**src/rtl/wb_reg_timeout.sv**
```systemverilog
// Registered Wishbone master->slave slice with watchdog; 1 cycle each way, request to slave and response to master.
// A slave left unanswered for TIMEOUT cycles gets aborted and the master sees ERR; master CYC drop aborts the slave side.
module wb_reg_timeout #(
    parameter int DATA_WIDTH   = 32,
    parameter int ADDR_WIDTH   = 32,
    parameter int SELECT_WIDTH = DATA_WIDTH / 8,
    parameter int TIMEOUT      = 1024,
    parameter int CNT_WIDTH    = (TIMEOUT == 0) ? 1 : $clog2(TIMEOUT + 1)
) (
    input  logic                    clk,
    input  logic                    rst,
    input  logic [ADDR_WIDTH-1:0]   m_adr_i,
    input  logic [DATA_WIDTH-1:0]   m_dat_i,
    output logic [DATA_WIDTH-1:0]   m_dat_o,
    input  logic                    m_we_i,
    input  logic [SELECT_WIDTH-1:0] m_sel_i,
    input  logic                    m_stb_i,
    output logic                    m_ack_o,
    output logic                    m_err_o,
    output logic                    m_rty_o,
    input  logic                    m_cyc_i,
    output logic [ADDR_WIDTH-1:0]   s_adr_o,
    input  logic [DATA_WIDTH-1:0]   s_dat_i,
    output logic [DATA_WIDTH-1:0]   s_dat_o,
    output logic                    s_we_o,
    output logic [SELECT_WIDTH-1:0] s_sel_o,
    output logic                    s_stb_o,
    input  logic                    s_ack_i,
    input  logic                    s_err_i,
    input  logic                    s_rty_i,
    output logic                    s_cyc_o,
    output logic                    timeout_o,
    output logic                    busy_o
);

    typedef enum logic [1:0] {S_IDLE, S_ACTIVE, S_RESP} state_t;

    localparam logic [CNT_WIDTH-1:0] LP_LAST = (TIMEOUT == 0) ? '0 : CNT_WIDTH'(TIMEOUT - 1);

    state_t                  r_state, w_state;
    logic [CNT_WIDTH-1:0]    r_cnt, w_cnt;
    logic [DATA_WIDTH-1:0]   r_m_dat, w_m_dat;
    logic                    r_m_ack, w_m_ack;
    logic                    r_m_err, w_m_err;
    logic                    r_m_rty, w_m_rty;
    logic [ADDR_WIDTH-1:0]   r_s_adr, w_s_adr;
    logic [DATA_WIDTH-1:0]   r_s_dat, w_s_dat;
    logic                    r_s_we, w_s_we;
    logic [SELECT_WIDTH-1:0] r_s_sel, w_s_sel;
    logic                    r_s_stb, w_s_stb;
    logic                    r_s_cyc, w_s_cyc;
    logic                    r_timeout, w_timeout;
    logic                    r_to_flag, w_to_flag;
    logic                    w_expire;
    logic                    w_slv_resp;

    assign w_expire   = (TIMEOUT != 0) && (r_cnt == LP_LAST);
    assign w_slv_resp = s_ack_i || s_err_i || s_rty_i;

    always_ff @(posedge clk or posedge rst) begin
        if (rst) begin
            r_state   <= S_IDLE;
            r_cnt     <= '0;
            r_m_dat   <= '0;
            r_m_ack   <= 1'b0;
            r_m_err   <= 1'b0;
            r_m_rty   <= 1'b0;
            r_s_adr   <= '0;
            r_s_dat   <= '0;
            r_s_we    <= 1'b0;
            r_s_sel   <= '0;
            r_s_stb   <= 1'b0;
            r_s_cyc   <= 1'b0;
            r_timeout <= 1'b0;
            r_to_flag <= 1'b0;
        end else begin
            r_state   <= w_state;
            r_cnt     <= w_cnt;
            r_m_dat   <= w_m_dat;
            r_m_ack   <= w_m_ack;
            r_m_err   <= w_m_err;
            r_m_rty   <= w_m_rty;
            r_s_adr   <= w_s_adr;
            r_s_dat   <= w_s_dat;
            r_s_we    <= w_s_we;
            r_s_sel   <= w_s_sel;
            r_s_stb   <= w_s_stb;
            r_s_cyc   <= w_s_cyc;
            r_timeout <= w_timeout;
            r_to_flag <= w_to_flag;
        end
    end

    always_comb begin
        w_state   = r_state;
        w_cnt     = r_cnt;
        w_m_dat   = '0;
        w_m_ack   = 1'b0;
        w_m_err   = 1'b0;
        w_m_rty   = 1'b0;
        w_s_adr   = r_s_adr;
        w_s_dat   = r_s_dat;
        w_s_we    = r_s_we;
        w_s_sel   = r_s_sel;
        w_s_stb   = r_s_stb;
        w_s_cyc   = r_s_cyc;
        w_timeout = 1'b0;
        w_to_flag = r_to_flag;
        case (r_state)
            S_IDLE: begin
                w_s_adr = m_adr_i;
                w_s_dat = m_dat_i;
                w_s_we  = m_we_i;
                w_s_sel = m_sel_i;
                w_s_cyc = m_cyc_i;
                w_s_stb = 1'b0;
                if (m_cyc_i && m_stb_i) begin
                    w_s_stb = 1'b1;
                    w_cnt   = '0;
                    w_state = S_ACTIVE;
                end
            end
            S_ACTIVE: begin
                w_cnt = r_cnt + CNT_WIDTH'(1);
                if (!m_cyc_i) begin
                    w_s_cyc = 1'b0;
                    w_s_stb = 1'b0;
                    w_s_we  = 1'b0;
                    w_state = S_IDLE;
                end else if (w_slv_resp) begin
                    // err beats rty beats ack so the master sees exactly one strobe
                    w_m_dat   = s_dat_i;
                    w_m_err   = s_err_i;
                    w_m_rty   = !s_err_i && s_rty_i;
                    w_m_ack   = !s_err_i && !s_rty_i && s_ack_i;
                    w_s_stb   = 1'b0;
                    w_s_we    = 1'b0;
                    w_to_flag = 1'b0;
                    w_state   = S_RESP;
                end else if (w_expire) begin
                    w_m_err   = 1'b1;
                    w_timeout = 1'b1;
                    w_s_cyc   = 1'b0;
                    w_s_stb   = 1'b0;
                    w_s_we    = 1'b0;
                    w_to_flag = 1'b1;
                    w_state   = S_RESP;
                end
            end
            S_RESP: begin
                // a timed-out slave stays released; otherwise follow CYC to keep block cycles open
                w_s_stb = 1'b0;
                w_s_cyc = r_to_flag ? 1'b0 : m_cyc_i;
                w_state = S_IDLE;
            end
            default: begin
                w_state = S_IDLE;
            end
        endcase
    end

    assign m_dat_o   = r_m_dat;
    assign m_ack_o   = r_m_ack;
    assign m_err_o   = r_m_err;
    assign m_rty_o   = r_m_rty;
    assign s_adr_o   = r_s_adr;
    assign s_dat_o   = r_s_dat;
    assign s_we_o    = r_s_we;
    assign s_sel_o   = r_s_sel;
    assign s_stb_o   = r_s_stb;
    assign s_cyc_o   = r_s_cyc;
    assign timeout_o = r_timeout;
    assign busy_o    = (r_state == S_ACTIVE);

endmodule

```
**config.mk**
```make
export PLATFORM = sky130hd
export DESIGN_NAME = wb_reg_timeout
export DESIGN_NICKNAME = d
export VERILOG_FILES = /design/src/rtl/wb_reg_timeout.sv
export SDC_FILE = /design/constraint.sdc
export NUM_CORES = 1
export LEC_CHECK = 0
export CELL_PAD_IN_SITES_DETAIL_PLACEMENT = 0
export CELL_PAD_IN_SITES_GLOBAL_PLACEMENT = 2
export CORE_AREA = 3 3 138 140
export DETAILED_ROUTE_END_ITERATION = 6
export DIE_AREA = 0 0 141 143
export MAX_ROUTING_LAYER = met4
export PLACE_DENSITY_LB_ADDON = 0.1
export SETUP_SLACK_MARGIN = 0.02
export SYNTH_ARGS = -nofsm -noshare
export SYNTH_HDL_FRONTEND = slang
export SYNTH_SLANG_ARGS = --single-unit
```
**constraint.sdc**
```tcl
create_clock -name clk -period 4.93 [get_ports clk]
set_input_delay 0.986 -clock clk [delete_from_list [all_inputs] [get_ports clk]]
set_output_delay 0.986 -clock clk [all_outputs]
set_load 0.05 [all_outputs]
```
Yosys cells after proc, flatten, opt, wreduce, memory -nomap -nowiden --
Index checks and enable logic that the tools add are counted.
Word-level totals: bits in registers 121, logic and storage cells 75, bits of input ports 108
Cells by class: eq/ne operators 7, multiplexer cells 35, reductions and logical operators 18, add/subtract/negate cells 1
Operator list (number):
- 32-bit two-way mux | 3
- 1-bit two-way mux | 22
- 11-bit one-hot mux with 2 select lines | 1
- 11-bit by 1-bit adder with 11-bit output (second input constant) | 1
- 11-bit by 10-bit equality test with 1-bit output (second input constant) | 1
- 11-bit two-way mux | 1
- 2-bit two-way mux | 4
- 2-bit AND reduction | 4
- 1-bit one-hot mux with 3 select lines | 2
- 3-bit AND reduction | 2
- 1-bit logical AND | 4
- 4-bit by 2-bit != test with 1-bit output (second input constant) | 1
- 2-bit one-hot mux with 2 select lines | 1
- 2-bit nonzero test | 2
- 3-bit by 2-bit != test with 1-bit output (second input constant) | 1
- 3-bit != test (second input constant) | 1
- 3-bit nonzero test | 1
- 2-bit by 1-bit equality test with 1-bit output (second input constant) | 1
- 2-bit equality test (second input constant) | 1
- 1-bit logical NOT | 2
- 2-bit logical NOT | 1
- 1-bit logical OR | 2
- 2-bit != test (second input constant) | 1
- 1-bit one-hot mux with 2 select lines | 1

Longest topological paths before layout --
word-level depth 6, depth in mapped cells 7, gate-level depth less buffers 6

Worst setup path before layout --
No wires, ideal clock.
kind reg2reg, start point register r_state[1], end point register r_cnt[9], data required time 4.852 ns, library setup time 0.078 ns, setup slack 2.794 ns, buffers on the path 1, arrival time 2.059 ns, period minus slack after synthesis 2.136 ns, stages on the path, launching flop included 8, cell sequence dfrtp_1 -> inv_1 -> ha_1 -> buf_4 -> nor2b_4 -> o2111ai_2 -> or3_1 -> a21oi_1
Between the ends: longest elaborated chain between the ends 3, elaborated cells between the ends (all ways) 6, classes of those cells eq/ne (2); mux (1); reduce/logical (3)
RTL lines:
- start: declaration | line 40 | state_t r_state, w_state;
- start signal: assignment | line 77 | r_state <= w_state;
- 2-bit by 1-bit equality test with 1-bit output *
- net busy_o | line 33 | output logic busy_o
- 2-bit nonzero test (no source line)
- 2-bit AND reduction (no source line)
- end signal: assignment | line 78 | r_cnt <= w_cnt;
- end: declaration | line 41 | logic [CNT_WIDTH-1:0] r_cnt, w_cnt;
Mark *: on every way through the listed nets, which the timed path passes. The rest lies on a longest branch. A chain may end at the register's enable or synchronous reset.

Worst setup path after layout --
start point register r_state[1], end point output busy_o
Between the ends: longest elaborated chain between the ends 1
RTL lines:
- 2-bit by 1-bit equality test with 1-bit output | line 173 | assign busy_o = (r_state == S_ACTIVE);
- end: declaration | line 33
Every way passes these cells.

==> impl_metrics.py <==
metrics = {
    "status": {
        "outcome": "finished, final reports clean",
    },
    "synth": {
        "yosys_warnings": 0,
        "async_reset_ff_share_pct": 100,
        "synth.avg_cell_area_um2": 14.4,
        "synth_edf_count": 0,
        "ys_types": 42,
        "syn-cell-area_um2": 4660,
        "ys_ff_latch": 121,
        "ys_seq_area_share_pct": 65.0,
        "ys.flop_type": "dfrtp_1",
        "syn_inst": 323,
        "synth_nets": 436,
    },
    "layout": {
        "n_antenna_cell": 0,
        "multi_input_area_um2": 1570,
        "drive_above_1_share_pct": 20.4,
        "layout_commonest_cell": "clkdlybuf4s50_1",
        "register_area_um2": 3030,
        "syn_to_final_growth_pct": 64.7,
        "final_cell_mix": "clkdlybuf4s50_1, dfrtp_1, mux2_2, and2_1, clkbuf_16",
        "num-fill-cells": 1670,
        "finalNetCount": 660,
    },
    "global_routing": {
        "grt_remaining_overflow": 0,
        "grt_pass1_wl_mm": 19.6,
        "grt_start_max_net_pins": 74,
        "track_usage_pct": 13.3,
        "grt_pass1_vias": 3664,
        "antenna_found_initial": 0,
    },
    "detailed_routing": {
        "drtAntennaViolNets": 0,
        "drc": 0,
        "post_drt_wl_per_cell_um": 16.1,
        "vias": 3317,
        "vias_per_cell": 4.20,
        "routed_wl_mm": 12.7,
        "drtIter0Drc": 89,
        "drtPass1Iterations": 4,
    },
    "flow_run": {
        "cap_violations": 0,
    },
    "setup_path": {
        "critPathMaxFanout": 11,
        "crit_family": "buffers and inverters",
        "start_kind": "flip-flop",
        "crit_arrival_ns": 2.30,
        "worstPathCellList": "inv_1 -> ha_1 -> clkdlybuf4s50_1",
        "crit_type": "flip-flop to primary output",
        "required_ns": 3.94,
        "crit_path_top_delay_cell": "clkdlybuf4s50_1",
        "cp_slowest_stage_delay_ns": 0.92,
        "worst_setup_path_end_kind": "primary output",
        "cp_num_buf_inv": 2,
    },
    "timing": {
        "period_needed_ns": 3.29,
        "rsz0062_at_grt": "false",
        "post-route-period-util_pct": 66.7,
        "hold_ws_ns": 0.504,
        "clock_skew_ns": 0.00752,
        "relSlewSlack_pct": 37.2,
        "setup_tns_ns": 0,
        "max_freq_mhz": 304,
        "hold_violations": 0,
        "maxSlewViolCount": 0,
        "tightest_slew_ns": 0.942,
        "setup_viol": 0,
    },
    "clocking": {
        "cts-root-buf": "clkbuf_16",
        "cts.repair.resized": 0,
        "htree_levels": 4,
        "clkSinkCount": 121,
        "clkTransAtPathRegs_ns": 0.06,
        "cts_buffers": 17,
        "clockBufferDepth": 2,
        "insertion_delay_ns": 0.41,
        "post_cts_buffers": 0,
        "cts_tree": "done",
        "cts_hold_buf": 0,
    },
    "die": {
        "start_util_pct": 25.9,
        "coreArea_um2": 18000,
        "io_pins": 216,
        "dieWidth_um": 141,
        "die_area_um2": 20200,
        "rows": 49,
        "chipHeight_um": 143,
    },
    "placed_design": {
        "dp_hpwl_mm": 9.21,
        "io_buffers": 215,
        "gp_congestion": 0.731,
    },
    "pwr": {
        "p_leak_uw": 0.00322,
        "ir_drop_uv": 350,
        "powerDensity_nw_per_um2": 731,
    },
    "min_path": {
        "hold_class": "flip-flop to flip-flop",
    },
}
sequential cells by signal, summed over array words and instances, names as in the netlist:
signal	count
s_sel_o	4
r_state	2
r_to_flag	1
timeout_o	1
s_adr_o	32
s_we_o	1
r_cnt	11
s_dat_o	32
s_cyc_o	1
m_err_o	1
s_stb_o	1
m_rty_o	1
m_dat_o	32
m_ack_o	1
worst register-to-register path: cells and delay by family, from the launching register on:
family | cells | cell delay (ns)
flops | 1 | 0.40
fa+ha+maj | 1 | 0.43
simple gates | 3 | 1.19
buf+inv | 1 | 0.14
area by class of cell:
cell class,instances,share of cell area (%)
Clock inverter,12,1.96
Sequential cell,121,39.5
Tap cell,229,3.73
Multi-Input combinational cell,184,20.4
Timing Repair Buffer,218,28.3
Clock buffer,20,5.82
Inverter,5,0.277
kinds of logic (layout without fill, tap and decap cells):
kind of cell	count (synthesis)	after routing	synth area share [%]
adders and majority gates	5	5	1.34
xor gates and xnor gates	4	4	0.752
buffers and inverters	18	255	1.72
AOI/OAI and AO/OA	30	30	4.22
muxes	72	72	17.4
DFF	121	121	65.0
and+or+nand+nor	73	73	9.62
through the flow:
stage	util (%)	power [uW]	setup WS [ns]	instance area, um2	instances
2_1_floorplan	-	3430	0.730	4660	323
3_3_place_gp	39.4	4380	2.08	7080	757
3_5_place_dp	39.4	4410	2.04	7080	757
4_1_cts	42.7	5700	1.60	7670	789
5_1_grt	42.7	5880	1.49	7670	789
6_report	42.7	5610	1.64	7670	789
where the power goes:
| group | internal (uW) | total (uW) | switching (uW) |
|---|---|---|---|
| logic | 1070 | 2840 | 1760 |
| registers | 1340 | 1510 | 169 |
| clock network | 805 | 1260 | 458 |
synthesized netlist by cell type (all sizes together) (3+ instances only):
library cell	number	area, um2
o2111ai	3	32.5
inv	5	18.8
o21ai	8	40.0
nand2	7	26.3
and2	35	219
dfrtp	121	3030
nor2	8	30.0
xor2	4	35.0
mux2	70	788
buf	6	35.0
ha	5	62.6
nand2b	3	18.8
clkbuf	7	26.3
nand3	4	25.0
a21oi	9	45.0
or3	3	20.0
final timing paths:
path / from / cells past startpoint / slack, ns / endpoint
worst max-delay path: r_state[1] / 3 / 1.64 / busy_o
worst min-delay path: s_dat_o[22] / 1 / 0.50 / s_dat_o[22]
worst max register to register: r_state[1] / 5 / 2.71 / m_dat_o[1]
worst min register to register: s_dat_o[22] / 1 / 0.50 / s_dat_o[22]
max in group asynchronous: rst / 3 / 2.89 / s_dat_o[5]
min in group asynchronous: rst / 2 / 1.14 / m_dat_o[26]
per-layer routing:
metal | up-vias | global-route usage, % | part of all wire [%]
met5 | - | - | 0
met4 | 0 | 4.74 | 1.3
met3 | 12 | 7.67 | 11
met2 | 136 | 20.6 | 48
met1 | 1604 | 14.4 | 39
li1 | 1565 | - | -
Note: power is estimated with default switching activity, not from simulation.
